--- src/rtl/bitwise_pkg.sv ---
// Shared definitions for the bitwise arbiter slice.
//   OP_*      : 2-bit opcode encodings understood by bitwise_ops
//   state_t   : response-register FSM encoding (IDLE = empty, FULL = held)
//   OPS_W     : native operand width of bitwise_ops
package bitwise_pkg;

    localparam int OPS_W = 16;

    localparam logic [1:0] OP_AND  = 2'd0;
    localparam logic [1:0] OP_OR   = 2'd1;
    localparam logic [1:0] OP_INV  = 2'd2;
    localparam logic [1:0] OP_RSVD = 2'd3;

    typedef enum logic {
        ST_IDLE = 1'b0,
        ST_FULL = 1'b1
    } state_t;

endpackage

--- src/rtl/bitwise_ops.sv ---
// Combinational 16-bit bitwise unit.
// Ports:
//   a, b : operands
//   op   : OP_AND / OP_OR / OP_INV (~a) / OP_RSVD
//   y    : result; 0 for the reserved opcode
module bitwise_ops
    import bitwise_pkg::*;
#(
    parameter int DATA_W = OPS_W
) (
    input  logic [DATA_W-1:0] a,
    input  logic [DATA_W-1:0] b,
    input  logic [1:0]        op,
    output logic [DATA_W-1:0] y
);

    always_comb begin
        y = '0;
        case (op)
            OP_AND:  y = a & b;
            OP_OR:   y = a | b;
            OP_INV:  y = ~a;
            default: y = '0;
        endcase
    end

endmodule

--- src/rtl/rr_arb2.sv ---
// Two-way round-robin grant, purely combinational.
// Ports:
//   valid[1:0] : request lines
//   last       : requester granted most recently
//   grant[1:0] : one-hot grant (all zero when nothing is valid)
//   any        : at least one request is valid
module rr_arb2 (
    input  logic [1:0] valid,
    input  logic       last,
    output logic [1:0] grant,
    output logic       any
);

    always_comb begin
        grant = 2'b00;
        any   = |valid;
        case (valid)
            2'b01:   grant = 2'b01;
            2'b10:   grant = 2'b10;
            // On a tie the requester that did not win last time goes first.
            2'b11:   grant = last ? 2'b01 : 2'b10;
            default: grant = 2'b00;
        endcase
    end

endmodule

--- src/rtl/bitwise_arbiter.sv ---
// Shares one bitwise_ops unit between two valid/ready requesters with
// round-robin grants, returning results through a single registered
// response port tagged with the requester id.
//
// Handshakes: a transfer happens on a rising edge where valid and ready are
// both high. A requester holds a/b/op stable while valid=1 and ready=0. The
// response port holds data/id/err stable while rsp_valid=1 and rsp_ready=0.
//
// Ports:
//   clk, rst_n                   clock, synchronous active-low reset
//   req0_valid/ready/a/b/op      requester 0 command channel
//   req1_valid/ready/a/b/op      requester 1 command channel
//   rsp_valid/ready/data/id/err  response channel (err = reserved opcode)
//   done_cnt0, done_cnt1         wrapping count of responses delivered per id
//   fsm_state                    current FSM state (0 = IDLE, 1 = FULL)
module bitwise_arbiter
    import bitwise_pkg::*;
#(
    parameter int DATA_W = 16,
    parameter int CNT_W  = 8
) (
    input  logic              clk,
    input  logic              rst_n,
    input  logic              req0_valid,
    output logic              req0_ready,
    input  logic [DATA_W-1:0] req0_a,
    input  logic [DATA_W-1:0] req0_b,
    input  logic [1:0]        req0_op,
    input  logic              req1_valid,
    output logic              req1_ready,
    input  logic [DATA_W-1:0] req1_a,
    input  logic [DATA_W-1:0] req1_b,
    input  logic [1:0]        req1_op,
    output logic              rsp_valid,
    input  logic              rsp_ready,
    output logic [DATA_W-1:0] rsp_data,
    output logic              rsp_id,
    output logic              rsp_err,
    output logic [CNT_W-1:0]  done_cnt0,
    output logic [CNT_W-1:0]  done_cnt1,
    output logic              fsm_state
);

    state_t            state_q;
    state_t            state_d;
    logic              last_grant;
    logic [1:0]        grant;
    logic              any_valid;
    logic              can_accept;
    logic              accept;
    logic              sel;
    logic [DATA_W-1:0] a_sel;
    logic [DATA_W-1:0] b_sel;
    logic [1:0]        op_sel;
    logic [DATA_W-1:0] ops_y;

    rr_arb2 u_arb (
        .valid ({req1_valid, req0_valid}),
        .last  (last_grant),
        .grant (grant),
        .any   (any_valid)
    );

    // A held response can be replaced in the same cycle it drains.
    assign can_accept = (state_q == ST_IDLE) || rsp_ready;
    assign accept     = can_accept && any_valid;
    assign req0_ready = can_accept && grant[0];
    assign req1_ready = can_accept && grant[1];

    assign sel    = grant[1];
    assign a_sel  = sel ? req1_a  : req0_a;
    assign b_sel  = sel ? req1_b  : req0_b;
    assign op_sel = sel ? req1_op : req0_op;

    bitwise_ops #(.DATA_W(DATA_W)) u_ops (
        .a  (a_sel),
        .b  (b_sel),
        .op (op_sel),
        .y  (ops_y)
    );

    assign rsp_valid = (state_q == ST_FULL);
    assign fsm_state = state_q;

    always_ff @(posedge clk) begin
        if (!rst_n) begin
            state_q <= ST_IDLE;
        end else begin
            state_q <= state_d;
        end
    end

    always_comb begin
        state_d = state_q;
        case (state_q)
            ST_IDLE: if (accept) state_d = ST_FULL;
            ST_FULL: if (rsp_ready && !accept) state_d = ST_IDLE;
            default: state_d = ST_IDLE;
        endcase
    end

    always_ff @(posedge clk) begin
        if (!rst_n) begin
            rsp_data   <= '0;
            rsp_id     <= 1'b0;
            rsp_err    <= 1'b0;
            last_grant <= 1'b1;
        end else if (accept) begin
            rsp_data   <= (op_sel == OP_RSVD) ? '0 : ops_y;
            rsp_err    <= (op_sel == OP_RSVD);
            rsp_id     <= sel;
            last_grant <= sel;
        end
    end

    // Counts the response leaving the port, independent of any new accept.
    always_ff @(posedge clk) begin
        if (!rst_n) begin
            done_cnt0 <= '0;
            done_cnt1 <= '0;
        end else if (rsp_valid && rsp_ready) begin
            if (rsp_id) begin
                done_cnt1 <= done_cnt1 + 1'b1;
            end else begin
                done_cnt0 <= done_cnt0 + 1'b1;
            end
        end
    end

endmodule
--- config.mk ---
export PLATFORM = sky130hd
export DESIGN_NAME = bitwise_arbiter
export DESIGN_NICKNAME = d
export VERILOG_FILES = /design/src/rtl/bitwise_pkg.sv /design/src/rtl/bitwise_ops.sv /design/src/rtl/rr_arb2.sv /design/src/rtl/bitwise_arbiter.sv
export SDC_FILE = /design/constraint.sdc
export NUM_CORES = 1
export LEC_CHECK = 0
export CORE_AREA = 2 2 65 98
export DETAILED_ROUTE_END_ITERATION = 8
export DIE_AREA = 0 0 67 100
export PLACE_DENSITY = 0.8
export REMOVE_ABC_BUFFERS = 1
export SLEW_MARGIN = 40
export SYNTH_ARGS = -nofsm -noshare
export SYNTH_HDL_FRONTEND = slang
export SYNTH_SLANG_ARGS = --single-unit
--- constraint.sdc ---
create_clock -name clk -period 1.7 [get_ports clk]
set_input_delay 0.17 -clock clk [delete_from_list [all_inputs] [get_ports clk]]
set_output_delay 0.17 -clock clk [all_outputs]
set_load 0.05 [all_outputs]
==> run_summary.xml <==
<?xml version="1.0" encoding="UTF-8"?>
<metrics>
  <group name="grt">
    <metric name="grt_first_pass_wirelength" unit="um">11900</metric>
    <metric name="number_of_antenna_violations_at_the_first_check_in_global_routing" unit="">0</metric>
    <metric name="via_count_of_the_first_global_routing_pass" unit="">2644</metric>
    <metric name="grt_max_degree" unit="">31</metric>
    <metric name="remaining_global_route_overflow" unit="">0</metric>
    <metric name="grtUsageTotal" unit="">0.226</metric>
  </group>
  <group name="cells_and_area">
    <metric name="layout_cell_share_with_drive_strength_beyond_1" unit="">0.174</metric>
    <metric name="postLayoutCoreUtil" unit="">0.636</metric>
    <metric name="design.final.nets" unit="">476</metric>
    <metric name="num_antenna_cells" unit="">0</metric>
    <metric name="area.growth.synth_to_final" unit="%">58.3</metric>
  </group>
  <group name="power_and_ir_drop">
    <metric name="swShare" unit="">0.320</metric>
    <metric name="power.share.clock" unit="">0.297</metric>
    <metric name="ir_worst_vdd" unit="V">0.000384</metric>
    <metric name="internal_power" unit="mW">1.75</metric>
    <metric name="power.leakage" unit="nW">1.52</metric>
    <metric name="power_per_cell_area" unit="nW/um^2">681</metric>
    <metric name="seq_power_share" unit="">0.359</metric>
    <metric name="power_switching" unit="mW">0.827</metric>
    <metric name="combinationalPowerShare" unit="">0.344</metric>
  </group>
  <group name="timing">
    <metric name="period_minus_slack" unit="ps">1660</metric>
    <metric name="slew_violations" unit="">0</metric>
    <metric name="tightest_slew_margin_relative_to_the_limit" unit="">0.659</metric>
    <metric name="worst_slack" unit="ps">41.0</metric>
    <metric name="worst_clock_skew" unit="ps">3.37</metric>
    <metric name="worst_slew_pin_slew" unit="ps">510</metric>
    <metric name="worst_hold_margin" unit="ps">505</metric>
    <metric name="layout_worst_path_cycle_share" unit="">0.976</metric>
    <metric name="maxClockFrequency" unit="GHz">0.603</metric>
    <metric name="report.final.hold_viol_count" unit="">0</metric>
    <metric name="fin_setup_tns" unit="ps">0</metric>
    <metric name="grt_setup_unrepaired" unit="">no</metric>
    <metric name="finalSetupViolations" unit="">0</metric>
  </group>
  <group name="yosys">
    <metric name="muxShareOfSynthArea" unit="">0.0538</metric>
    <metric name="synth_largest_type_area_fraction" unit="">0.301</metric>
    <metric name="synth-main-ff-cell" unit="">sky130_fd_sc_hd__dfxtp_1</metric>
    <metric name="main_combinational_cell_family_by_area_after_synthesis" unit="">simple AND/OR/NAND/NOR gates</metric>
    <metric name="yosys-top-cells-area" unit="">sky130_fd_sc_hd__dfxtp_1, sky130_fd_sc_hd__maj3_1, sky130_fd_sc_hd__o21ai_0</metric>
    <metric name="compound_gate_fraction_of_synth_area" unit="">0.210</metric>
    <metric name="yosys_register_bits" unit="">36</metric>
    <metric name="synth_adder_area_share" unit="">0.102</metric>
    <metric name="post_syn_area_per_cell" unit="sq um">8.58</metric>
    <metric name="synthesis.instances" unit="">279</metric>
    <metric name="synth_seq_area_share" unit="">0.301</metric>
    <metric name="postSynth.asyncResetShare" unit="">0</metric>
    <metric name="post_synth_and_or_nand_nor_area_fraction" unit="">0.230</metric>
    <metric name="syn_area" unit="sq um">2390</metric>
    <metric name="yosys-top-cells-count" unit="">sky130_fd_sc_hd__dfxtp_1, sky130_fd_sc_hd__o21ai_0, sky130_fd_sc_hd__a21oi_1</metric>
    <metric name="ys_types" unit="">48</metric>
    <metric name="synth_warnings" unit="">0</metric>
    <metric name="yosys.area.top_type" unit="">sky130_fd_sc_hd__dfxtp_1</metric>
    <metric name="post-synth-top-count-cell" unit="">sky130_fd_sc_hd__dfxtp_1</metric>
    <metric name="synth-edff-count" unit="">0</metric>
    <metric name="synth-xor-area-share" unit="">0.0475</metric>
  </group>
  <group name="route">
    <metric name="drt-vias-per-instance" unit="">5.55</metric>
    <metric name="antenna_violating_nets_post_route" unit="">0</metric>
    <metric name="vias" unit="">2643</metric>
    <metric name="post_drt_wl_per_cell" unit="um">15.5</metric>
    <metric name="routed_wirelength" unit="um">7390</metric>
    <metric name="drt_pre_antenna_iters" unit="">4</metric>
    <metric name="drt-initial-drc-count" unit="">130</metric>
    <metric name="drc_errors" unit="">0</metric>
  </group>
  <group name="status">
    <metric name="outcome" unit="">completed</metric>
  </group>
  <group name="placed_design">
    <metric name="port-buffer-count" unit="">110</metric>
    <metric name="place_hpwl" unit="um">5700</metric>
    <metric name="globalplace.congestion" unit="">0.827</metric>
    <metric name="setup_slack_after_placement" unit="ps">-76.6</metric>
  </group>
  <group name="cts">
    <metric name="cts.sink_count" unit="">36</metric>
    <metric name="cts_tree" unit="">built</metric>
    <metric name="cts_max_level" unit="">2</metric>
    <metric name="ctsLongestPathBuffers" unit="">2</metric>
    <metric name="root_buffer" unit="">sky130_fd_sc_hd__clkbuf_8</metric>
    <metric name="cts.hold.buffers_added" unit="">0</metric>
    <metric name="clk_pin_slew_worst_paths" unit="ps">80</metric>
    <metric name="clock_insertion_delay_worst_skew" unit="ps">290</metric>
    <metric name="cts_inserted_buffers" unit="">5</metric>
  </group>
  <group name="critical_path">
    <metric name="critical_path.startpoint_type" unit="">flop</metric>
    <metric name="critPathMaxFanout" unit="">3</metric>
    <metric name="critical_path.startpoint" unit="">done_cnt1[5]</metric>
    <metric name="setup.worst_path.end" unit="">done_cnt1[5]</metric>
    <metric name="reg2reg_to" unit="">rsp_data[12]</metric>
    <metric name="worstPathCellList" unit="">clkdlybuf4s50_1</metric>
    <metric name="path_class" unit="">reg -&gt; out</metric>
    <metric name="required" unit="ps">1530</metric>
    <metric name="critical_path.endpoint_type" unit="">output pin</metric>
    <metric name="setup.reg_to_reg.worst_slack" unit="ps">240</metric>
    <metric name="worst-endpoint-arrival" unit="ps">1490</metric>
    <metric name="critical-path-top-delay-family" unit="">buffers and inverters</metric>
    <metric name="cp.buffers_inverters" unit="">1</metric>
    <metric name="critical_path.slowest_cell" unit="">sky130_fd_sc_hd__clkdlybuf4s50_1</metric>
    <metric name="critPathMaxStageDelay" unit="ps">820</metric>
    <metric name="rr_startpoint" unit="">last_grant</metric>
    <metric name="depth_of_the_most_critical_reg_to_reg_path" unit="">6</metric>
    <metric name="cp.depth" unit="">1</metric>
  </group>
  <group name="floorplan">
    <metric name="fp.dieArea" unit="sq um">6700</metric>
    <metric name="placeableCoreArea" unit="sq um">5960</metric>
    <metric name="rows" unit="">35</metric>
    <metric name="initial_utilization" unit="">0.402</metric>
    <metric name="die_width" unit="um">67</metric>
    <metric name="io_pins" unit="">111</metric>
    <metric name="die-height" unit="um">100</metric>
  </group>
  <group name="worst_hold_path">
    <metric name="min-delay-path-class" unit="">reg -&gt; reg</metric>
    <metric name="hold_depth" unit="">2</metric>
  </group>
  <group name="job">
    <metric name="maxCapViolCount" unit="">0</metric>
  </group>
</metrics>
==> worst reg2reg max path, stage by stage (launching register included) <==
cell and delay (ps):
sky130_fd_sc_hd__dfxtp_1 430, sky130_fd_sc_hd__a21boi_4 120, sky130_fd_sc_hd__buf_12 160, sky130_fd_sc_hd__buf_4 150, sky130_fd_sc_hd__nor2_4 190, sky130_fd_sc_hd__nand3_1 120
sky130_fd_sc_hd__o2111ai_1 210
==> metrics by stage <==
step	cell area (sq um)	instances	power, mW
final	3790	476	2.58
after global routing	3790	476	2.68
after CTS	3770	475	2.58
after detailed placement	3660	467	1.82
after global placement	3660	467	1.81
after floorplan	2270	257	1.37
==> worst min path at each step <==
stage,startpoint,endpoint,slack (ps)
2_1_floorplan,rst_n,last_grant,240
4_1_cts,rsp_data[4],rsp_data[4],510
3_5_place_dp,rsp_data[4],rsp_data[4],480
5_1_grt,req1_a[8],rsp_data[8],530
6_report,rsp_data[4],rsp_data[4],500
3_3_place_gp,rsp_data[4],rsp_data[4],480
==> power groups by stage <==
stage | Clock (mW) | Sequential [mW] | Combinational (mW)
2_1_floorplan | 0 | 1.11 | 0.262
3_3_place_gp | 0 | 0.946 | 0.867
3_5_place_dp | 0 | 0.945 | 0.879
4_1_cts | 0.772 | 0.927 | 0.883
5_1_grt | 0.803 | 0.933 | 0.948
6_report | 0.766 | 0.927 | 0.888
==> area by class of cell <==
| cell class | count | area, sq um |
|---|---|---|
| fill | 533 | 2170 |
| multi-input combinational | 219 | 1540 |
| timing repair buffer | 137 | 1320 |
| sequential | 36 | 721 |
| tap | 74 | 92.6 |
| clock buffer | 6 | 72.6 |
| clock inverter | 2 | 35.0 |
| inverter | 2 | 7.51 |
==> flip-flops by register name, indices dropped and copies added (netlist names) <==
register    count
rsp_data       16
rsp_err         1
done_cnt1       8
rsp_id          1
fsm_state       1
last_grant      1
done_cnt0       8
==> repair_timing <==
| action | CTS | global route |
|---|---|---|
| buffers inserted | 0 | 1 |
| resized for setup | 0 | 4 |
| endpoints found under the setup margin | 0 | 5 |
==> cell families after synthesis <==
logic type | after synthesis
flops | 36
compound gates | 81
xor+xnor | 13
simple gates | 92
fa+ha+maj | 24
mux | 9
buf+inv | 24
==> routing by layer <==
metal	vias to the layer above	routed length, um	track usage
met4	0	90	0.0659
li1	1279	-	-
met1	1243	2890	0.259
met3	10	509	0.0572
met2	111	3900	0.402
met5	-	0	0
==> cell usage in the layout, fill, tap and decap left out, types with 6 or more instances in the layout <==
| master | instances |
|---|---|
| sky130_fd_sc_hd__clkdlybuf4s50_1 | 89 |
| sky130_fd_sc_hd__and2_1 | 13 |
| sky130_fd_sc_hd__a21oi_1 | 25 |
| sky130_fd_sc_hd__o2111ai_1 | 6 |
| sky130_fd_sc_hd__xnor2_1 | 8 |
| sky130_fd_sc_hd__buf_4 | 40 |
| sky130_fd_sc_hd__o21ai_0 | 28 |
| sky130_fd_sc_hd__dfxtp_1 | 36 |
| sky130_fd_sc_hd__nand4b_1 | 7 |
| sky130_fd_sc_hd__o22ai_1 | 8 |
| sky130_fd_sc_hd__maj3_1 | 22 |
| sky130_fd_sc_hd__nand4_1 | 12 |
| sky130_fd_sc_hd__nor2_1 | 9 |
| sky130_fd_sc_hd__nand3_1 | 10 |
| sky130_fd_sc_hd__nand2_1 | 18 |
(Power assumes the default switching activity.)
